[src/rtl/breath_duty_gen_if.sv]
// ---------------------------------------------------------------------------
// breath_duty_gen_if
//
// Groups the run controls and the duty/phase outputs of breath_duty_gen.
//
// Signals:
//   en           : run enable (master -> slave)
//   step         : R-bit level increment/decrement per tick (master -> slave)
//   period_start : one-cycle pulse at each PWM period start (master -> slave)
//   duty         : R+1-bit duty value for the PWM core (slave -> master)
//   phase        : current breathing phase (slave -> master)
//   cycle_done   : one-cycle pulse at the end of a breath cycle (slave -> master)
// ---------------------------------------------------------------------------
interface breath_duty_gen_if #(
    parameter int R = 8
);
    logic         en;
    logic [R-1:0] step;
    logic         period_start;
    logic [R:0]   duty;
    logic [1:0]   phase;
    logic         cycle_done;

    modport master (
        output en,
        output step,
        output period_start,
        input  duty,
        input  phase,
        input  cycle_done
    );

    modport slave (
        input  en,
        input  step,
        input  period_start,
        output duty,
        output phase,
        output cycle_done
    );
endinterface

[src/rtl/breath_duty_gen.sv]
// ---------------------------------------------------------------------------
// breath_duty_gen
//
// Triangular "breathing" duty sequencer for the PWM core: the internal level
// rises to full scale, holds, falls to zero, holds, and repeats. Level steps
// are paced by a prescaler tick and sized by the runtime step input. The duty
// output is only reloaded on PWM period boundaries so the PWM counter never
// sees a mid-period change.
//
// Ports:
//   clk  : system clock
//   rst  : synchronous active-high reset
//   bus  : breath_duty_gen_if slave modport
//          (en, step, period_start in; duty, phase, cycle_done out)
//
// Parameters:
//   R          : PWM resolution, duty spans 0..2^R inclusive
//   TICK_DIV   : clk cycles per step tick (>= 2)
//   HOLD_TICKS : ticks spent in each hold phase (>= 1)
// ---------------------------------------------------------------------------
module breath_duty_gen #(
    parameter int R          = 8,
    parameter int TICK_DIV   = 2_500_000,
    parameter int HOLD_TICKS = 64
) (
    input  logic                   clk,
    input  logic                   rst,
    breath_duty_gen_if.slave       bus
);

    localparam int PW = (TICK_DIV > 1) ? $clog2(TICK_DIV) : 1;
    localparam int HW = (HOLD_TICKS > 1) ? $clog2(HOLD_TICKS) : 1;

    localparam logic [PW-1:0] PCNT_LAST = PW'(TICK_DIV - 1);
    localparam logic [HW-1:0] HCNT_LAST = HW'(HOLD_TICKS - 1);
    localparam logic [R:0]    FULL      = {1'b1, {R{1'b0}}};
    localparam logic [R+1:0]  FULL_W    = {2'b01, {R{1'b0}}};

    typedef enum logic [1:0] {
        LOW_HOLD  = 2'd0,
        RISE      = 2'd1,
        HIGH_HOLD = 2'd2,
        FALL      = 2'd3
    } phase_e;

    phase_e        state_q, state_d;
    logic [PW-1:0] pcnt_q, pcnt_d;
    logic [HW-1:0] hcnt_q, hcnt_d;
    logic [R:0]    level_q, level_d;
    logic [R:0]    duty_q, duty_d;
    logic          cycleDone_q, cycleDone_d;

    logic          tick;
    logic [R:0]    stepEff;
    logic [R+1:0]  levelUpWide;
    logic [R:0]    levelUp;
    logic [R:0]    levelDown;

    // Tick generation and saturating level arithmetic. The rise sum is kept
    // one bit wider than the level so an overshoot past full scale is seen
    // and clamped instead of wrapping back to a small value.
    always_comb begin
        tick        = bus.en && (pcnt_q == PCNT_LAST);
        stepEff     = (bus.step == '0) ? (R+1)'(1) : {1'b0, bus.step};
        levelUpWide = {1'b0, level_q} + {1'b0, stepEff};
        levelUp     = (levelUpWide >= FULL_W) ? FULL : levelUpWide[R:0];
        levelDown   = (level_q > stepEff) ? (level_q - stepEff) : '0;
    end

    // Next-state logic for the prescaler, hold counter, level and phase.
    // duty samples the pre-tick level, so a tick coinciding with a period
    // start only reaches the PWM core at the following period start.
    always_comb begin
        pcnt_d      = pcnt_q;
        hcnt_d      = hcnt_q;
        level_d     = level_q;
        state_d     = state_q;
        cycleDone_d = 1'b0;
        duty_d      = bus.period_start ? level_q : duty_q;

        if (bus.en) begin
            pcnt_d = tick ? '0 : (pcnt_q + PW'(1));
        end

        if (tick) begin
            unique case (state_q)
                RISE: begin
                    level_d = levelUp;
                    if (levelUp == FULL) begin
                        state_d = HIGH_HOLD;
                        hcnt_d  = '0;
                    end
                end
                HIGH_HOLD: begin
                    if (hcnt_q == HCNT_LAST) begin
                        state_d = FALL;
                        hcnt_d  = '0;
                    end else begin
                        hcnt_d = hcnt_q + HW'(1);
                    end
                end
                FALL: begin
                    level_d = levelDown;
                    if (levelDown == '0) begin
                        state_d = LOW_HOLD;
                        hcnt_d  = '0;
                    end
                end
                LOW_HOLD: begin
                    if (hcnt_q == HCNT_LAST) begin
                        state_d     = RISE;
                        hcnt_d      = '0;
                        cycleDone_d = 1'b1;
                    end else begin
                        hcnt_d = hcnt_q + HW'(1);
                    end
                end
                default: begin
                    state_d = RISE;
                end
            endcase
        end
    end

    // State register; reset overrides enable, tick and period_start.
    always_ff @(posedge clk) begin
        if (rst) begin
            state_q     <= RISE;
            pcnt_q      <= '0;
            hcnt_q      <= '0;
            level_q     <= '0;
            duty_q      <= '0;
            cycleDone_q <= 1'b0;
        end else begin
            state_q     <= state_d;
            pcnt_q      <= pcnt_d;
            hcnt_q      <= hcnt_d;
            level_q     <= level_d;
            duty_q      <= duty_d;
            cycleDone_q <= cycleDone_d;
        end
    end

    assign bus.duty       = duty_q;
    assign bus.phase      = state_q;
    assign bus.cycle_done = cycleDone_q;

endmodule
[src/flat_wrapper.sv]
// flat-port wrapper written by rule: the top's interface ports become plain ports
module breath_duty_gen_flat 
#(
    parameter int R          = 8,
    parameter int TICK_DIV   = 2_500_000,
    parameter int HOLD_TICKS = 64
)
  (clk, rst, bus_en, bus_step, bus_period_start, bus_duty, bus_phase, bus_cycle_done);
  breath_duty_gen_if #(.R(R)) bus_i ();
  input  logic clk;
  input  logic rst;
  input wire logic [$bits(bus_i.en)-1:0] bus_en;
  input wire logic [$bits(bus_i.step)-1:0] bus_step;
  input wire logic [$bits(bus_i.period_start)-1:0] bus_period_start;
  output wire logic [$bits(bus_i.duty)-1:0] bus_duty;
  output wire logic [$bits(bus_i.phase)-1:0] bus_phase;
  output wire logic [$bits(bus_i.cycle_done)-1:0] bus_cycle_done;
  assign bus_i.en = bus_en;
  assign bus_i.step = bus_step;
  assign bus_i.period_start = bus_period_start;
  assign bus_duty = bus_i.duty;
  assign bus_phase = bus_i.phase;
  assign bus_cycle_done = bus_i.cycle_done;
  breath_duty_gen #(.R(R), .TICK_DIV(TICK_DIV), .HOLD_TICKS(HOLD_TICKS)) u_core (.clk(clk), .rst(rst), .bus(bus_i));
endmodule
[config.mk]
export PLATFORM = sky130hd
export DESIGN_NAME = breath_duty_gen_flat
export DESIGN_NICKNAME = d
export VERILOG_FILES = /design/src/rtl/breath_duty_gen_if.sv /design/src/rtl/breath_duty_gen.sv /design/src/flat_wrapper.sv
export SDC_FILE = /design/constraint.sdc
export NUM_CORES = 1
export LEC_CHECK = 0
export ABC_AREA = 1
export CORE_UTILIZATION = 25
export DETAILED_ROUTE_END_ITERATION = 10
export GPL_ROUTABILITY_DRIVEN = 1
export PLACE_DENSITY_LB_ADDON = 0.3
export SYNTH_ARGS = -nofsm -noshare
export SYNTH_HDL_FRONTEND = slang
export SYNTH_SLANG_ARGS = --single-unit
[constraint.sdc]
create_clock -name clk -period 7.5 [get_ports clk]
set_input_delay 1.125 -clock clk [delete_from_list [all_inputs] [get_ports clk]]
set_output_delay 1.125 -clock clk [all_outputs]
set_load 0.05 [all_outputs]
* Word-level counts from Yosys, hierarchy flattened *
Cells that the tools add are included.

cells by class
  add/sub/neg operators = 4
  $lt $le $gt $ge = 2
  equality and inequality tests = 10
  mux-type cells = 15
  bitwise operators = 2
  reduce and logical (&&, ||, !) cells = 10

operators by type and width
  kind                                                    count
  adder 22 x 1 -> 22 bit (second input constant)          1
  equality test 22 bit (second input constant)            1
  two-way mux 22 bit                                      1
  two-way mux 6 bit                                       3
  two-way mux 9 bit                                       2
  case mux 6 bit (3 select lines)                         1
  case mux 9 bit (2 select lines)                         1
  adder 9 x 9 -> 10 bit                                   1
  >= comparator 10 x 9 -> 1 bit (second input constant)   1
  equality test 9 bit (second input constant)             1
  greater-than comparator 9 bit                           1
  logical NOT 9 bit                                       1
  subtractor 9 bit                                        1
  logical NOT 8 bit                                       1
  two-way mux 2 bit                                       4
  two-way mux 8 bit                                       1
  inequality test 2 x 1 -> 1 bit (second input constant)  4
  case mux 2 bit (4 select lines)                         1
  adder 6 x 1 -> 6 bit (second input constant)            1
  equality test 6 bit (second input constant)             1
  AND reduction 5 bit                                     1
  equality test 2 bit (second input constant)             2
  AND reduction 3 bit                                     1
  OR reduction 3 bit                                      1
  other kinds (8)                                         9

storage, ports and cells
  flip-flop bits (word level) = 49
  bits of input ports = 12
  output and inout port bits = 12
  word-level logic and storage cells = 49

* Depth between registers and ports, before layout *
  depth after elaboration = 8
  gate-level depth with buffers = 20
  depth with buffers taken out = 19

* Worst setup path after synthesis *
Ideal clock, no wire load.

  kind = input-to-reg
  start point = input bus_step[1]
  end point = register u_core.state_q[1], in the netlist u_core.bus.phase[1]
  arrival time = 3.343 ns
  path slack = 4.043 ns
  cell stages on the path = 16
  buffers on the path = 0
  cells stage by stage = nor4_1 > a41o_1 > ha_1 > inv_1 > fa_1 > or2_4 > o21ai_4 > nand3_2 > nand2_1 > nand2_2 > nand3_2 > nor2_4 > nor2_8 > nand3b_4 > nor2_1 > nor2_2

between the ends
  longest elaborated chain between the ends = 8
  elaborated cells between the ends (all ways) = 13
  classes of those cells = 2 x add/sub; 2 x order compare; 3 x eq/ne; 3 x mux; 3 x reduce/logical

RTL lines
  what                                      line                    text
  start: declaration                        flat_wrapper.sv:13      input wire logic [$bits(bus_i.step)-1:0] bus_step;
  logical NOT 8 bit                         breath_duty_gen.sv:64   stepEff = (bus.step == '0) ? (R+1)'(1) : {1'b0, bus.step};
  two-way mux 8 bit (*)                     breath_duty_gen.sv:64
  adder 9 x 9 -> 10 bit                     breath_duty_gen.sv:65   levelUpWide = {1'b0, level_q} + {1'b0, stepEff};
  >= comparator 10 x 9 -> 1 bit             breath_duty_gen.sv:66   levelUp = (levelUpWide >= FULL_W) ? FULL : levelUpWide[R:0];
  two-way mux 9 bit                         breath_duty_gen.sv:66
  equality test 9 bit                       breath_duty_gen.sv:89   if (levelUp == FULL) begin
  inequality test 2 x 1 -> 1 bit (no line)  n/a
  AND reduction 5 bit (no line) (*)         n/a
  end signal: assignment                    breath_duty_gen.sv:135  state_q <= state_d;
  end: declaration                          breath_duty_gen.sv:46   phase_e state_q, state_d;

Mark *: on every way between the ends. The rest lies on a longest branch, timed or not.
A chain may end at the register's enable or synchronous reset.

* Worst setup path in the final report *
  start point = input bus_step[1]
  end point = register u_core.level_q[2]

between the ends
  longest elaborated chain between the ends = 6
  elaborated cells between the ends (all ways) = 9
  classes of those cells = 2 x add/sub; 2 x order compare; 4 x mux; 1 x reduce/logical

RTL lines
  what                                 line                    text
  logical NOT 8 bit                    breath_duty_gen.sv:64
  two-way mux 8 bit (*)                breath_duty_gen.sv:64
  adder 9 x 9 -> 10 bit                breath_duty_gen.sv:65
  >= comparator 10 x 9 -> 1 bit        breath_duty_gen.sv:66
  two-way mux 9 bit                    breath_duty_gen.sv:66
  case mux 9 bit (2 select lines) (*)  breath_duty_gen.sv:86   unique case (state_q)
  end signal: assignment               breath_duty_gen.sv:138  level_q <= level_d;
  end: declaration                     breath_duty_gen.sv:49   logic [R:0] level_q, level_d;

Marked as above.

==> flow_summary_export.csv <==
group,metric,value,unit
clocking,worstSkewPairLatency,0.29,ns
yosys,yosysWarnings,0,
clocking,root_buffer,"clkbuf_16",
cells_and_area,drive_gt1_frac,0.06857,
yosys,synth-seq-cells,49,
critical_path,start_kind,"primary input",
timing,hold_viol,0,
yosys,yosys-mux-area-fraction,0,
floorplanning,fp.dieW,119.1,um
global_route,grt_overflow,0,
route,dr_total_vias,3235,
yosys,synth_edf_count,0,
route,route.detailed.drc,0,
route,first_pass_iters,5,
yosys,ys_top_cells_by_area,"dfxtp_1 29%, nand2_1 11%, ha_1 8.4%",
critical_path,worstSetupPathType,"primary input to flip-flop",
clocking,cts_resized,0,
placement,portBuffers,23,
timing,setup_ws,3.504,ns
timing,post-route-min-period,3.996,ns
yosys,yosys.area_share.simple,0.3608,
timing,slew_headroom,0.5396,
timing,max_freq,250.3,MHz
floorplanning,fp.dieH,119.1,um
timing,setup_viol,0,
yosys,netlist_area,3430,sq um
critical_path,r2r_cells,10,
route,wirelength,8560,um
placement,dp_slack,3.224,ns
run,maxCapViolCount,0,
worst_hold_path,min_path_cells,2,
yosys,ys_types,40,
global_route,antenna_found_initial,0,
critical_path,rr_startpoint,"u_core.level_q[1]",
clocking,cts_tree,"done",
status,status,"completed",
clocking,cts_setup_buffers,0,
route,drtIter0Drc,241,
yosys,synth-main-ff-cell,"dfxtp_1",
cells_and_area,fin_cells,701,
floorplanning,core.rowCount,42,
floorplanning,start_util,0.2580,
cells_and_area,postLayoutCoreUtil,0.2975,
cells_and_area,syn_to_final_growth,15.32,%
clocking,cts_hold_buffers,0,
placement,gp_congestion,0.8494,
timing,tns,0,ns
critical_path,slowest_delay,0.45,ns
yosys,synth_xor_area_frac,0.03320,
yosys,synth_compound_area_frac,0.1171,
critical_path,reg2reg_slack,4.93,ns
yosys,synthArstFlopShare,0,
yosys,synth_top_family_by_area,"simple AND/OR/NAND/NOR gates",
floorplanning,core-area,13300,sq um
critical_path,crit_fanout,6,
yosys,synth_top_area_frac,0.2860,
critical_path,crit_slowest_cell,"clkdlybuf4s50_1",
cells_and_area,nets,561,
critical_path,critPathCaptureType,"flip-flop",
timing,period_share,0.5328,
yosys,synth-adder-area-share,0.09559,
timing,worstMarginPinSlew,0.6906,ns
cells_and_area,diodes,0,
global_route,grtUsageTotal,0.1253,
cells_and_area,mostFrequentLayoutCells,"101 x nand2_1, 69 x inv_1, 68 x nor2_1, 49 x dfxtp_1, 35 x nand3_1",
route,antenna_left,0,
critical_path,timing.rr.end,"u_core.level_q[2]",
clocking,cts.clk_slew.worst_paths,0.07,ns
critical_path,cp_data_required_time,7.72,ns
clocking,cts.htree.levels,2,
route,routedWlPerCell,12.21,um
worst_hold_path,worstHoldPathType,"flip-flop to flip-flop",
clocking,cts_sinks,49,
yosys,synthesis.instances,509,
critical_path,crit_path_cell_trace,"clkdlybuf4s50_1 -> nor4_1 -> a41o_1 -> ha_1 -> inv_1 -> fa_1 -> or2_4 -> o21ai_4 -> nand3_2 -> nand3_1 -> nand4_1 -> inv_1 -> nand3_1 -> a31oi_1",
worst_hold_path,hold_path.startpoint,"u_core.pcnt_q[8]",
global_route,grt_first_pass_wirelength,14410,um
pwr,ir_drop,73.56,uV
timing,skew,0.007128,ns
pwr,p_leak,1.770,nW
clocking,cts_buffers,5,
pwr,powerDensity,147.2,nW/um^2
worst_hold_path,hold_end,"u_core.pcnt_q[8]",
floorplanning,die-area,14190,sq um
critical_path,arrival,4.21,ns
clocking,clockBufferDepth,2,
global_route,first_global_vias,2987,
cells_and_area,mostFrequentLayoutCell,"nand2_1",
placement,dp_hpwl,6766,um
placement,placed_cells,693,
yosys,synth_nets,546,
pwr,p_total,582.4,uW
yosys,synth.avg_cell_area,6.738,sq um
yosys,yosysTopAreaCell,"dfxtp_1",
timing,grt_setup_unrepaired,"no",
route,via_per_inst,4.615,
yosys,synth-seq-area-share,0.2860,
timing,maxSlewViolCount,0,
floorplanning,io_pins,24,
global_route,grt_max_degree,27,
stage by stage:
| step | hold WS, ns | cell area [sq um] |
|---|---|---|
| floorplan | 0.4219 | 3430 |
| global placement | 0.4322 | 3786 |
| detailed placement | 0.4451 | 3786 |
| CTS | 0.4566 | 3955 |
| global route | 0.4966 | 3955 |
| finish | 0.4571 | 3955 |
where the power goes:
group          internal, mW  total, mW  switching (mW)
registers             0.263      0.265         0.00210
logic                0.0194     0.0558          0.0364
clock network         0.158      0.261           0.103
cell families (layout without fill, tap and decap cells):
kind of cell / after synthesis / in the layout
DFF: 49 / 49
buffers and inverters: 88 / 104
adders and majority gates: 25 / 25
and+or+nand+nor: 263 / 263
xor gates and xnor gates: 13 / 13
AOI/OAI and AO/OA: 71 / 71
critical path, delay by kind of cell:
family | cells | cell delay [ns]
adders and majority gates | 2 | 0.58
AOI/OAI and AO/OA | 3 | 0.61
buffers and inverters | 3 | 0.75
and+or+nand+nor | 6 | 1.15
cell usage after synthesis, drive strengths merged (7+ instances only):
master  number
clkbuf       7
xor2        13
o21ai       27
ha          23
nor3        13
nor2        73
inv         72
nand3       38
nand4       17
buf          8
a31oi        9
dfxtp       49
a21oi       30
nand2      110
area by class of cell:
type | instances | area, sq um
Clock buffer | 5 | 125.1
Clock inverter | 3 | 43.79
Fill cell | 1455 | 9340
Inverter | 73 | 274.0
Multi-Input combinational cell | 372 | 2081
Sequential cell | 49 | 980.9
Tap cell | 176 | 220.2
Timing Repair Buffer | 23 | 230.2
routing by layer:
metal  GRT usage  up-vias  routed length (um)
li1            -     1684                   -
met1      0.1753     1473                4300
met2      0.1973       67                3878
met3     0.02107       11                 264
met4     0.03323        0                 116
met5           0        -                   0
worst max-delay path by stage:
stage	start	depth (start not counted)	slack (ns)	end
after detailed placement	bus_step[1]	16	3.22	u_core.hcnt_q[0]
after global placement	bus_step[1]	17	3.39	u_core.bus.phase[1]
final	bus_step[1]	14	3.50	u_core.level_q[2]
after global routing	bus_step[1]	14	3.23	u_core.level_q[2]
after floorplan	bus_step[1]	16	4.04	u_core.bus.phase[1]
after CTS	bus_step[1]	16	3.52	u_core.hcnt_q[0]
sequential cells by signal, indices dropped and copies added (netlist names):
register / count
u_core.pcnt_q: 22
u_core.bus.duty: 9
u_core.level_q: 9
u_core.hcnt_q: 6
u_core.bus.phase: 2
u_core.bus.cycle_done: 1
(Power assumes the default switching activity.)
